**src/rtl/asmd_job_arbiter.sv**
```systemverilog
// Round-robin arbiter that shares one ASMD counter unit among NREQ requesters, with an F-rise watchdog.
// Optional job/timeout statistics counters are enabled by defining ASMD_ARB_STATS_EN.
module asmd_job_arbiter #(
   parameter int NREQ    = 4,
   parameter int TIMEOUT = 32
) (
   input  logic            clk,
   input  logic            rst,
   input  logic [NREQ-1:0] req,
   output logic [NREQ-1:0] grant,
   output logic [NREQ-1:0] done,
   output logic            result_e,
   output logic            timeout_err,
   output logic            busy,
   output logic            unit_start,
   input  logic            unit_f,
   input  logic            unit_e
`ifdef ASMD_ARB_STATS_EN
   ,
   output logic [7:0]      job_cnt,
   output logic [3:0]      tmo_cnt
`endif
);

   localparam int PW = (NREQ > 1) ? $clog2(NREQ) : 1;

   typedef enum logic [2:0] {
      IDLE,
      ARB,
      LAUNCH,
      WAIT_CLR,
      WAIT_F,
      REPORT
   } state_t;

   state_t          state;
   logic [PW-1:0]   rr_ptr;
   logic [PW-1:0]   owner;
   logic [PW-1:0]   pick;
   logic [PW-1:0]   cand;
   logic            pick_valid;
   logic [7:0]      watchdog;

   // Scan from the far end back towards rr_ptr so the last hit is the first requester in round-robin order.
   always_comb begin
      pick       = rr_ptr;
      pick_valid = 1'b0;
      cand       = rr_ptr;
      for (int i = NREQ - 1; i >= 0; i--) begin
         cand = PW'((int'(rr_ptr) + i) % NREQ);
         if (req[cand]) begin
            pick       = cand;
            pick_valid = 1'b1;
         end
      end
   end

   always_ff @(posedge clk) begin
      if (rst) begin
         state       <= IDLE;
         grant       <= '0;
         done        <= '0;
         result_e    <= 1'b0;
         timeout_err <= 1'b0;
         busy        <= 1'b0;
         unit_start  <= 1'b0;
         rr_ptr      <= '0;
         owner       <= '0;
         watchdog    <= '0;
`ifdef ASMD_ARB_STATS_EN
         job_cnt     <= '0;
         tmo_cnt     <= '0;
`endif
      end else begin
         case (state)
            IDLE: begin
               if (|req) begin
                  state <= ARB;
                  busy  <= 1'b1;
               end
            end
            ARB: begin
               if (pick_valid) begin
                  grant      <= {{(NREQ-1){1'b0}}, 1'b1} << pick;
                  owner      <= pick;
                  unit_start <= 1'b1;
                  state      <= LAUNCH;
               end else begin
                  state <= IDLE;
                  busy  <= 1'b0;
               end
            end
            LAUNCH: begin
               unit_start <= 1'b0;
               watchdog   <= '0;
               state      <= WAIT_CLR;
            end
            // Abort on the edge where the watchdog would step to TIMEOUT-1, so done lands TIMEOUT cycles after LAUNCH.
            WAIT_CLR, WAIT_F: begin
               if (state == WAIT_F && unit_f) begin
                  result_e <= unit_e;
                  done     <= grant;
                  state    <= REPORT;
               end else if (watchdog == 8'(TIMEOUT - 2)) begin
                  result_e    <= 1'b0;
                  done        <= grant;
                  timeout_err <= 1'b1;
                  state       <= REPORT;
               end else begin
                  watchdog <= watchdog + 8'd1;
                  if (state == WAIT_CLR && !unit_f) begin
                     state <= WAIT_F;
                  end
               end
            end
            REPORT: begin
               done        <= '0;
               timeout_err <= 1'b0;
               grant       <= '0;
               busy        <= 1'b0;
               rr_ptr      <= (owner == PW'(NREQ - 1)) ? '0 : owner + 1'b1;
               state       <= IDLE;
`ifdef ASMD_ARB_STATS_EN
               job_cnt     <= job_cnt + 8'd1;
               if (timeout_err && tmo_cnt != 4'hF) begin
                  tmo_cnt <= tmo_cnt + 4'd1;
               end
`endif
            end
            default: begin
               state <= IDLE;
            end
         endcase
      end
   end

endmodule
```
**config.mk**
```make
export PLATFORM = sky130hd
export DESIGN_NAME = asmd_job_arbiter
export DESIGN_NICKNAME = d
export VERILOG_FILES = /design/src/rtl/asmd_job_arbiter.sv
export SDC_FILE = /design/constraint.sdc
export NUM_CORES = 1
export LEC_CHECK = 0
export BUFFER_PORTS_ARGS = -buffer_cell sky130_fd_sc_hd__buf_4
export CORE_MARGIN = 2
export CORE_UTILIZATION = 35
export DETAILED_ROUTE_END_ITERATION = 10
export SYNTH_ARGS = -nofsm -noshare
export SYNTH_HDL_FRONTEND = slang
export SYNTH_SLANG_ARGS = --single-unit
```
**constraint.sdc**
```tcl
create_clock -name clk -period 2.3 [get_ports clk]
set_input_delay 0.345 -clock clk [delete_from_list [all_inputs] [get_ports clk]]
set_output_delay 0.345 -clock clk [all_outputs]
set_load 0.01 [all_outputs]
```
# --- Word-level counts from Yosys, hierarchy flattened ---
# Index checks and enable logic that the tools add are counted.
totals:
  reg_bits: 27
  latch_bits: 0
  mem_bits_rw: 0
  rom_bits: 0
  in_bits: 8
  output_inout_bits: 12
  word_cells: 97
  n_memories: 0
classes:
  n_addsub: 5
  mul: 0
  div_mod_pow: 0
  n_lt_le_gt_ge: 4
  n_eq_ne: 15
  shifts: 1
  muxes: 41
  bitwise: 0
  n_reduce_logical: 21
ops:
  columns: ["cell", "count"]
  rows:
  - ["$mux W8", 2]
  - ["$pmux W4 S2", 2]
  - ["$pmux W8 S2", 1]
  - ["$mux W1", 15]
  - ["$lt A2 B3 Y1 const B", 4]
  - ["$mux W2", 6]
  - ["$mux W3", 4]
  - ["$mux W4", 3]
  - ["$ne A2 B2 Y1 const B", 6]
  - ["$pmux W3 S4", 1]
  - ["$reduce_and A2 Y1", 6]
  - ["$reduce_bool A2 Y1", 5]
  - ["$reduce_and A3 Y1", 3]
  - ["$add A8 B1 Y8 const B", 1]
  - ["$bmux W1 S2", 4]
  - ["$eq A8 B5 Y1 const B", 1]
  - ["$eq A3 B2 Y1 const B", 2]
  - ["$eq A3 B3 Y1 const B", 2]
  - ["$add A2 B1 Y2 const B", 2]
  - ["$add A2 B2 Y2 const B", 2]
  - ["$ne A4 B4 Y1 const B", 1]
  - ["$pmux W1 S2", 2]
  - ["$reduce_or A4 Y1", 1]
  - ["$shl A1 B2 Y4 const A", 1]
  - ["9 further kinds", 10]

# --- Depth between registers and ports, before layout ---
# Gate-level depths: netlist of the first run.
logic_depth:
  word_depth: 10
  ltp_mapped: 7

# --- Worst setup path before layout of the first run ---
# Ideal clock, no wire load.
synth_timing:
  kind: "register to register"
  from: "register watchdog[1]"
  to: "register watchdog[0]"
  t_arrival_ns: 1.558
  required_time_ns: 2.172
  setup_slack_ns: 0.615
  stages_incl_launch_ff: 7
  path_buffers: 0
  path_cell_list: "dfxtp_1 -> ha_1 -> or4b_1 -> o2bb2ai_2 -> nand2_1 -> mux2i_1 -> nor2_1"
synth_between:
  elab_chain_cells: 3
synth_rtl:
  columns: ["element", "line_no", "source"]
  rows:
  - ["start, declared", "42", "logic [7:0] watchdog;"]
  - ["start signal, assigned", "110", "watchdog <= watchdog + 8'd1;"]
  - ["$eq A8 B5 Y1", "104", "end else if (watchdog == 8'(TIMEOUT - 2)) begin"]
  - ["$ne A2 B2 Y1 (no line)", null, null]
  - ["$reduce_and A3 Y1 (no line)", null, null]
# No other way between the ends.
# A chain may end at the register's enable or synchronous reset.

# --- Final worst setup path of the first run ---
# Ends and elaborated chain as after synthesis.

==> metrics, run 1 <==
via density per instance between 5 and 6; H-tree depth 1; CTS resizes 0; first-pass GRT wire length ~5.0 mm; Tightest Hold Check Type primary input to flop; reg2reg setup slack 0.41 ns; DP Wirelength roughly 2.2 mm; Cell Count, Final, Fillers Out 232; status finished, final reports clean; Die Wd approximately 67 um; register area 540.5 um^2; pwr dens around 560 nW/um^2; wl on met1 between 1 and 1.5 mm; Setup crit start kind flop; R2R Path Start watchdog[1]; R2R Path End watchdog[0]; Max Transition Viols Final 0; Post-synth EDFFs 0; Synth cell types 42; Worst Setup Path Type flop to flop; Antenna Cells 0; top cell types by occurrence after synthesis nor2_1 (30), dfxtp_1 (27), a21oi_1 (15); count leader, synth nor2_1; Layout fillers around 400; Bufs and invs on worst path 0; die area between 4000 and 5000 um^2; Layout area overhead 17.29%; # rows 22; setup tns final 0 ns; Routed Antenna Nets 0; antenna violations before repair 0; Most used DFF post-synth dfxtp_1; CP delay by family, top simple AND/OR/NAND/NOR gates; Setup Buffers After CTS 0; GPL Wtd Cong between 0.8 and 0.9; Skew-Pair Late Insertion Delay 0.28 ns; routed length per instance around 12 um; CTS max path bufs 2; Inserted Clock Buffers 3; drt first pass iters 4; worst r2r path cells 6; capture point of the critical path watchdog[0]; Total Wirelength around 2.9 mm; Ports 20; Post-Syn Instances around 170; cell taking the most area after synthesis dfxtp_1; critical path depth in cells 6; NumNets Final 196; Die H between 60 and 70 um; vias in the first global route 1171; Placement Cell Area between 1500 and 2000 um^2; sequential area share after synthesis 0.3931; Area contributors post-synth dfxtp_1 (39%), nor2_1 (8.2%), a21oi_1 (5.5%); maximum fanout along the worst path 6; CORE AREA approximately 3700 um^2; Worst Setup SP watchdog[1]; Arr. time, crit path a little over 2 ns; clock sinks 27; post-synthesis cell area roughly 1400 um^2; final setup vio count 0; GR Overflow Total 0; Tot Pwr approximately 0.91 mW; YS warnings 0; Worst-Margin Slew between 0.5 and 0.6 ns; Rel. slew slack 0.6171; FF+latch count, synth 27; number of placed cells counting well taps around 230; RSZ-0062 raised after global routing false; met3 routed WL 70 um; Critical Path, Cell by Cell ha_1 > or4b_1 > o2bb2ai_2 > nand2_1 > mux2i_1 > nor2_1; Max Cap Violations 0; DR top layer met4; Pleak a little under 0.6 nW; via count 1197; CTS clock-pin slew for the worst setup and hold paths about 0.10 ns; IO buf count 19; CP required 2.48 ns; initial DRC count 17; Initial Utilization 0.3700; cell area after layout roughly 1600 um^2; CP endpoint kind flop; Post-CTS Hold Buffers 0; synthesized net count 176; Mean Syn Cell Area 8.334 um^2; CP peak stage delay slightly above 0.5 ns; Clock Tree Root clkbuf_8; Setup Skew approximately 0.0057 ns; slowest CP cell or4b_1; Synth top area share 0.3931; WL met2 approximately 1.4 mm; crit path time final 1.890 ns; largest net degree at the start of global routing 18; final hold vios 0; Total GRT Usage 0.1436; Tcrit/Tclk final 0.8217; share of synthesized registers carrying an async set or reset 0; fmax between 500 and 600 MHz; drt drc 0; share of cells above drive strength 1 0.1739; VDD IR max 324.9 uV; multi-input logic area 809.5 um^2; CTS tree built
==> final cells by class <==
type / count / share of cell area
Timing Repair Buffer: 20 / 0.09310
Sequential cell: 27 / 0.3351
Clock inverter: 1 / 0.004655
Inverter: 1 / 0.002327
Tap cell: 48 / 0.03724
Clock buffer: 3 / 0.02560
Multi-Input combinational cell: 132 / 0.5019
==> cell usage in the layout (no fill, tap or decap), types with 3 or more instances in the layout <==
cell      instances
o21ai_0           6
nor3_1            5
clkbuf_8          3
nand2b_1          8
dfxtp_1          27
xnor2_1           4
nor2b_1           5
mux2i_1           6
ha_1              3
nand3_1           5
buf_4            20
nand2_1          13
nor2_1           30
a21oi_1          15
==> report_power, final <==
group / internal, mW / switching (mW) / total, mW
clock: 0.123 / 0.153 / 0.277
combinational: 0.0585 / 0.0702 / 0.129
sequential: 0.482 / 0.0220 / 0.504
==> tightest hold or removal path, cell delays in order <==
cell and delay [ns]:
buf_4 0.11, nand3_1 0.07, a21oi_1 0.05
==> how the worst min path moves through the flow <==
stage	cells after the start	endpoint	start	slack, ns
detailed placement	2	timeout_err	timeout_err	0.46
global placement	2	owner[1]	owner[1]	0.46
finish	3	result_e	unit_e	0.34
CTS	3	result_e	unit_e	0.33
floorplan	2	owner[1]	owner[1]	0.44
global route	3	result_e	unit_e	0.33
==> stage by stage <==
stage,utilization,hold slack (ns),setup slack [ns]
finish,0.4340,0.3365,0.4100
global route,0.4340,0.3315,0.2344
CTS,0.4340,0.3319,0.3911
detailed placement,0.4209,0.4635,0.3890
global placement,0.4209,0.4556,0.4695
floorplan,-,0.4400,0.6146
==> layer usage <==
layer | track usage | vias up
met2 | 0.2650 | 16
li1 | - | 618
met5 | 0 | -
met3 | 0.02703 | 7
met4 | 0.05102 | 0
met1 | 0.1627 | 556
==> sequential cells by signal, summed over array words and instances (netlist names) <==
register and count:
busy 1, done 4, grant 4, owner 2
result_e 1, rr_ptr 2, state 3, timeout_err 1
unit_start 1, watchdog 8
==> cell families after synthesis <==
kind of cell,after synthesis,share of synthesized area
xor gates and xnor gates,6,0.03822
DFF,27,0.3931
buffers and inverters,6,0.01820
and+or+nand+nor,79,0.2948
muxes,6,0.04368
AOI/OAI and AO/OA,38,0.1847
adders and majority gates,3,0.02730
No activity file was read; power rests on OpenSTA's default activity.
==> run 2, diff against run 1 <==
==> constraint.sdc (replaced) <==
create_clock -name clk -period 1.6 [get_ports clk]
set_input_delay 0.24 -clock clk [delete_from_list [all_inputs] [get_ports clk]]
set_output_delay 0.24 -clock clk [all_outputs]
set_load 0.01 [all_outputs]
==> run 2 against run 1 <==
Compared with the run above:
- largest power group unchanged
- critical path type unchanged
- via count up 5.9%
- routed wire length up 5.5%
- combinational power up 100%
- count of clock-buffer cells in the layout unchanged
- hold slack worse by 0.098 ns
- critical endpoint is now watchdog[3]
- design area up 13%
- the flow now finishes with violations (setup timing)
- sequential cell count unchanged
- largest cell class unchanged
- final cell count up 7.8%
- total power up 51%
==> metrics, run 2 (same netlist as run 1, synthesis figures left out) <==
status complete, but fails checks (was finished, final reports clean); failing checks setup timing; Cell Count, Final, Fillers Out 250 (was 232); H-tree depth 1 (unchanged); CORE AREA 3716 um^2 (unchanged); Tcrit/Tclk final 1.026 (was 0.8217); Max Cap Violations 0 (unchanged); P_int 1.002 mW (was 0.6641 mW); Comb pwr share 0.188 (was 0.142); drt first pass iters 4 (unchanged); largest net degree at the start of global routing 18 (unchanged); share of cells above drive strength 1 0.3020 (was 0.1739); Inserted Clock Buffers 3 (unchanged); GPL Wtd Cong 0.8633 (was 0.8647); Post-Place Setup Slack -0.08262 ns (was 0.3890 ns); CP peak stage delay 0.49 ns (was 0.51 ns); multi-input logic area 872.1 um^2 (was 809.5 um^2); DP Wirelength 2.397 mm (was 2.164 mm); Ports 20 (unchanged); die area 4446 um^2 (unchanged); Antenna Cells 0 (unchanged); via density per instance 5.072 (was 5.159); final setup vio count 3 (was 0); worst hold slack 0.2389 ns (was 0.3365 ns); VDD IR max 720.5 uV (was 324.9 uV); Layout area overhead 32.12% (was 17.29%); register area 545.5 um^2 (was 540.5 um^2); Top Registers watchdog (8), done (4), grant (4) (unchanged); # rows 22 (unchanged); net switching share of the total power 0.2714 (was 0.2700); via count 1268 (was 1197); Arr. time, crit path 1.81 ns (was 2.07 ns); Worst-Margin Slew 0.3911 ns (was 0.5691 ns); Bufs and invs on worst path 1 (was 0); sequential share of power 0.519 (was 0.554); CTS max path bufs 2 (unchanged); fmax 609.0 MHz (was 529.1 MHz); Total Wirelength 3.030 mm (was 2.872 mm); Routed Antenna Nets 0 (unchanged); Die Wd 66.68 um (unchanged); Max Transition Viols Final 0 (unchanged); Critical Path, Cell by Cell inv_2 > ha_4 > or4b_4 > o2bb2ai_4 > a21oi_1 > xnor2_1 > nor2_1 (was ha_1 > or4b_1 > o2bb2ai_2 > nand2_1 > mux2i_1 > nor2_1); crit path time final 1.642 ns (was 1.890 ns); Layout fillers 364 (was 397); number of placed cells counting well taps 246 (was 228); initial DRC count 25 (was 17); CP required 1.77 ns (was 2.48 ns); Die H 66.68 um (unchanged); Skew-Pair Late Insertion Delay 0.28 ns (about the same); Pleak 0.6987 nW (was 0.5923 nW); CTS tree built (unchanged); setup tns final -0.09561 ns (was 0 ns); CTS clock-pin slew for the worst setup and hold paths 0.10 ns (about the same); CP endpoint kind flop (unchanged); NumNets Final 214 (was 196); CP delay by family, top simple AND/OR/NAND/NOR gates (unchanged); drt drc 0 (unchanged); Tightest Hold Check Type primary input to flop (unchanged); final hold vios 0 (unchanged); Clock power frac 0.293 (was 0.304); pwr dens 757.3 nW/um^2 (was 564.1 nW/um^2); Biggest register watchdog (unchanged); Final WS setup -0.04192 ns (was 0.4100 ns); clock sinks 27 (unchanged); Worst Setup Path Type flop to flop (unchanged); Net Switching 0.3734 mW (was 0.2456 mW); Initial Utilization 0.3700 (unchanged); RSZ-0062 raised after global routing true (was false); Rel. slew slack 0.7392 (was 0.6171); first-pass GRT wire length 5.195 mm (was 4.988 mm); commonest cells after routing, fill and taps aside buf_4 (38), nor2_1 (30), dfxtp_1 (23) (was nor2_1 (30), dfxtp_1 (27), buf_4 (20)); GR Overflow Total 0 (unchanged); slowest CP cell or4b_4 (was or4b_1); IO buf count 19 (unchanged); Tot Pwr 1.376 mW (was 0.9097 mW); Setup Skew 0.004568 ns (was 0.005676 ns); antenna violations before repair 0 (unchanged); commonest non-fill, non-tap cell in the layout buf_4 (was nor2_1); Post-CTS Hold Buffers 0 (unchanged); Total GRT Usage 0.1498 (was 0.1436); Clock Tree Root clkbuf_8 (unchanged); maximum fanout along the worst path 5 (was 6); Setup crit start kind flop (unchanged); Largest register FFs 8 (unchanged); vias in the first global route 1228 (was 1171); routed length per instance 12.12 um (was 12.38 um)
==> run 2: cell type report <==
class                           instances  share of cell area
Multi-Input combinational cell        132              0.4800
Sequential cell                        27              0.3003
Timing Repair Buffer                   38              0.1570
Tap cell                               48             0.03306
Clock buffer                            3             0.02273
Clock inverter                          1            0.004821
Inverter                                1            0.002066
==> run 2: timing repair <==
action | in CTS | in global routing
setup buffers | 0 | 0
setup endpoints to repair | 7 | 16
resized for setup | 8 | 4
pin swaps | 10 | 2
==> run 2: routing by layer <==
metal	share of wire	GRT usage	up-vias	wire [um]
li1	-	-	654	-
met1	0.45	0.1737	600	1365
met2	0.52	0.2763	10	1586
met3	0.017	0.04054	4	53
met4	0.0079	0.02551	0	24
met5	0	0	-	0
==> run 2: path summary, 6_finish.rpt <==
path	start	endpoint	slack (ns)	depth (start not counted)
setup reg to reg	watchdog[0]	watchdog[3]	-0.04	7
hold / removal	unit_e	result_e	0.24	3
hold reg to reg	owner[1]	owner[1]	0.48	2
setup / recovery	watchdog[0]	watchdog[3]	-0.04	7
==> run 2: power groups by stage <==
stage | Sequential (mW) | Combinational (mW) | Clock [mW]
floorplan | 0.729 | 0.137 | 0
global placement | 0.726 | 0.240 | 0
detailed placement | 0.728 | 0.246 | 0
CTS | 0.713 | 0.252 | 0.427
global route | 0.717 | 0.286 | 0.451
finish | 0.714 | 0.259 | 0.403
==> run 2: metrics by stage <==
step | instance area (um^2) | utilization
finish | 1817 | 0.4889
floorplan | 1398 | -
global route | 1817 | 0.4889
detailed placement | 1722 | 0.4633
global placement | 1722 | 0.4633
CTS | 1794 | 0.4828
==> run 2: worst min-delay path: cells and delay by family <==
kind                   cells  cell delay, ns
buffers and inverters      1            0.11
and+or+nand+nor            1            0.07
AOI/OAI and AO/OA          1            0.06
==> run 3, diff against run 2 <==
--- a/config.mk
+++ b/config.mk
@@ -9,6 +9,7 @@
 export CORE_MARGIN = 2
 export CORE_UTILIZATION = 35
 export DETAILED_ROUTE_END_ITERATION = 10
+export GPL_TIMING_DRIVEN = 0
 export SYNTH_ARGS = -nofsm -noshare
 export SYNTH_HDL_FRONTEND = slang
 export SYNTH_SLANG_ARGS = --single-unit
==> constraint.sdc (replaced) <==
create_clock -name clk -period 1.46 [get_ports clk]
set_input_delay 0.219 -clock clk [delete_from_list [all_inputs] [get_ports clk]]
set_output_delay 0.219 -clock clk [all_outputs]
set_load 0.01 [all_outputs]
==> run 3 against run 2 <==
Compared with the run above:
- the flow still finishes with violations (setup timing)
- global-route usage about the same
- non-clock buffer count down 8
- register-to-register slack worse by 0.19 ns
- fmax down 3.0%
- hold slack worse by 0.031 ns
- sequential share of layout area up 0.075 points
==> metrics, run 3 (same netlist as run 1, synthesis figures left out) <==
status complete, but fails checks (unchanged); failing checks setup timing (unchanged); CTS clock-pin slew for the worst setup and hold paths 0.10 ns (about the same); Setup crit start kind flop (unchanged); Tot Pwr 1.497 mW (was 1.376 mW); Worst Setup Path Type flop to flop (unchanged); initial DRC count 53 (was 25); Pleak 0.6740 nW (was 0.6987 nW); Top Registers watchdog (8), done (4), grant (4) (unchanged); DR top layer met4 (unchanged); Tcrit/Tclk final 1.159 (was 1.026); Arr. time, crit path 1.85 ns (was 1.81 ns); Tightest Hold Check Type primary input to flop (unchanged); final setup vio count 15 (was 3); Die H 66.68 um (unchanged); H-tree depth 1 (unchanged); Skew-Pair Late Insertion Delay 0.28 ns (about the same); VDD IR max 793.7 uV (was 720.5 uV); wl on met1 1.314 mm (was 1.365 mm); Setup Skew 0.002950 ns (was 0.004568 ns); IO buf count 18 (was 19); number of placed cells counting well taps 231 (was 246); maximum fanout along the worst path 5 (unchanged); WL met2 1.711 mm (was 1.586 mm); routed length per instance 13.11 um (was 12.12 um); Antenna Cells 0 (unchanged); Post-Place Setup Slack -0.2752 ns (was -0.08262 ns); clock sinks 27 (unchanged); R2R Path Start watchdog[0] (unchanged); CTS max path bufs 2 (unchanged); Ports 20 (unchanged); Cell Count, Final, Fillers Out 242 (was 250); RSZ-0062 raised after global routing true (unchanged); met3 routed WL 106 um (was 53 um); Biggest register watchdog (unchanged); Total Wirelength 3.173 mm (was 3.030 mm); crit path time final 1.693 ns (was 1.642 ns); pwr dens 816.5 nW/um^2 (was 757.3 nW/um^2); drt drc 0 (unchanged); final hold vios 0 (unchanged); worst r2r path cells 7 (unchanged); Layout fillers 367 (was 364); commonest non-fill, non-tap cell in the layout nor2_1 (was buf_4); Max Cap Violations 0 (unchanged); commonest cells after routing, fill and taps aside nor2_1 (28), buf_4 (26), dfxtp_1 (22) (was buf_4 (38), nor2_1 (30), dfxtp_1 (23)); Total GRT Usage 0.1499 (was 0.1498); vias in the first global route 1191 (was 1228); CTS tree built (unchanged); Worst-Margin Slew 0.5018 ns (was 0.3911 ns); largest net degree at the start of global routing 18 (unchanged); Post-CTS Hold Buffers 0 (unchanged); R2R Path End watchdog[0] (was watchdog[3]); GPL Wtd Cong 0.8476 (was 0.8633); Die Wd 66.68 um (unchanged); via count 1298 (was 1268); antenna violations before repair 0 (unchanged); Rel. slew slack 0.6655 (was 0.7392); Initial Utilization 0.3700 (unchanged); Routed Antenna Nets 0 (unchanged); fmax 590.8 MHz (was 609.0 MHz); CP required 1.62 ns (was 1.77 ns); share of cells above drive strength 1 0.3351 (was 0.3020); Inserted Clock Buffers 3 (unchanged); die area 4446 um^2 (unchanged); setup tns final -2.028 ns (was -0.09561 ns); NumNets Final 206 (was 214); # rows 22 (unchanged); drt first pass iters 4 (unchanged); CP endpoint kind flop (unchanged); capture point of the critical path watchdog[0] (was watchdog[3]); Final WS setup -0.2327 ns (was -0.04192 ns); first-pass GRT wire length 5.257 mm (was 5.195 mm); via density per instance 5.364 (was 5.072); Max Transition Viols Final 0 (unchanged); Layout area overhead 33.30% (was 32.12%); reg2reg setup slack -0.23 ns (was -0.04 ns); Largest register FFs 8 (unchanged); Clock Tree Root clkbuf_8 (unchanged); GR Overflow Total 0 (unchanged); DP Wirelength 2.273 mm (was 2.397 mm); CORE AREA 3716 um^2 (unchanged); Worst Setup SP watchdog[0] (unchanged); worst hold slack 0.2083 ns (was 0.2389 ns)
-- run 3: cell count changes in the layout (fill, tap and decap cells not counted), moves of 2 or more --
| cell | change |
|---|---|
| nand2b_1 | -2 |
| nor2_2 | +2 |
| a21oi_1 | -4 |
| nand2_1 | -2 |
| nand2_2 | +2 |
| nand2b_4 | +2 |
| buf_4 | -12 |
| dfxtp_4 | +2 |
| nor2_1 | -2 |
| a21oi_2 | +3 |
-- run 3: final cells by class --
| class | instances | area, um^2 | area share |
|---|---|---|---|
| multi-input cells | 132 | 948.4 | 0.5174 |
| flip-flops and latches | 27 | 551.8 | 0.3010 |
| repair buffers | 25 | 191.4 | 0.1044 |
| well taps | 48 | 60.06 | 0.03276 |
| clock buffers | 3 | 41.29 | 0.02253 |
| plain buffers | 5 | 27.53 | 0.01502 |
| clock inverters | 1 | 8.758 | 0.004778 |
| inverters | 1 | 3.754 | 0.002048 |
-- run 3: stage by stage --
| stage | instance area, um^2 | utilization |
|---|---|---|
| final | 1833 | 0.4933 |
| after global routing | 1833 | 0.4933 |
| after CTS | 1750 | 0.4710 |
| after detailed placement | 1605 | 0.4320 |
| after global placement | 1605 | 0.4320 |
| after floorplan | 1410 | - |
-- run 3: how the worst min path moves through the flow --
stage	start	end	slack (ns)	cells past startpoint
2_1_floorplan	unit_f	result_e	0.37	2
3_3_place_gp	owner[1]	owner[1]	0.45	2
3_5_place_dp	unit_start	unit_start	0.47	2
4_1_cts	unit_e	result_e	0.20	3
5_1_grt	unit_e	result_e	0.21	3
6_report	unit_e	result_e	0.21	3
-- run 3: critical path: stages (launching register included) --
cell       delay [ns]
dfxtp_4          0.35
inv_2            0.06
ha_4             0.12
or4b_4           0.51
o2bb2ai_4        0.24
nand2_2          0.09
mux2i_1          0.16
nor2_1           0.05
-- run 3: what timing repair did --
item / in CTS / in global routing
resized for setup: 17 / 15
buffers inserted: 3 / 4
pin swaps: 10 / 8
setup endpoints to repair: 22 / 22
-- run 3: where the power goes --
| part | switching, mW | total [mW] | leakage [nW] | internal, mW |
|---|---|---|---|---|
| logic | 0.150 | 0.269 | 0.426 | 0.119 |
| registers | 0.0225 | 0.781 | 0.222 | 0.758 |
| clock network | 0.247 | 0.447 | 0.0261 | 0.200 |
-- run 3: layer usage --
metal | vias up | GRT usage
met1 | 628 | 0.1749
met3 | 8 | 0.03885
met2 | 25 | 0.2775
met5 | - | 0
met4 | 0 | 0.02296
li1 | 637 | -
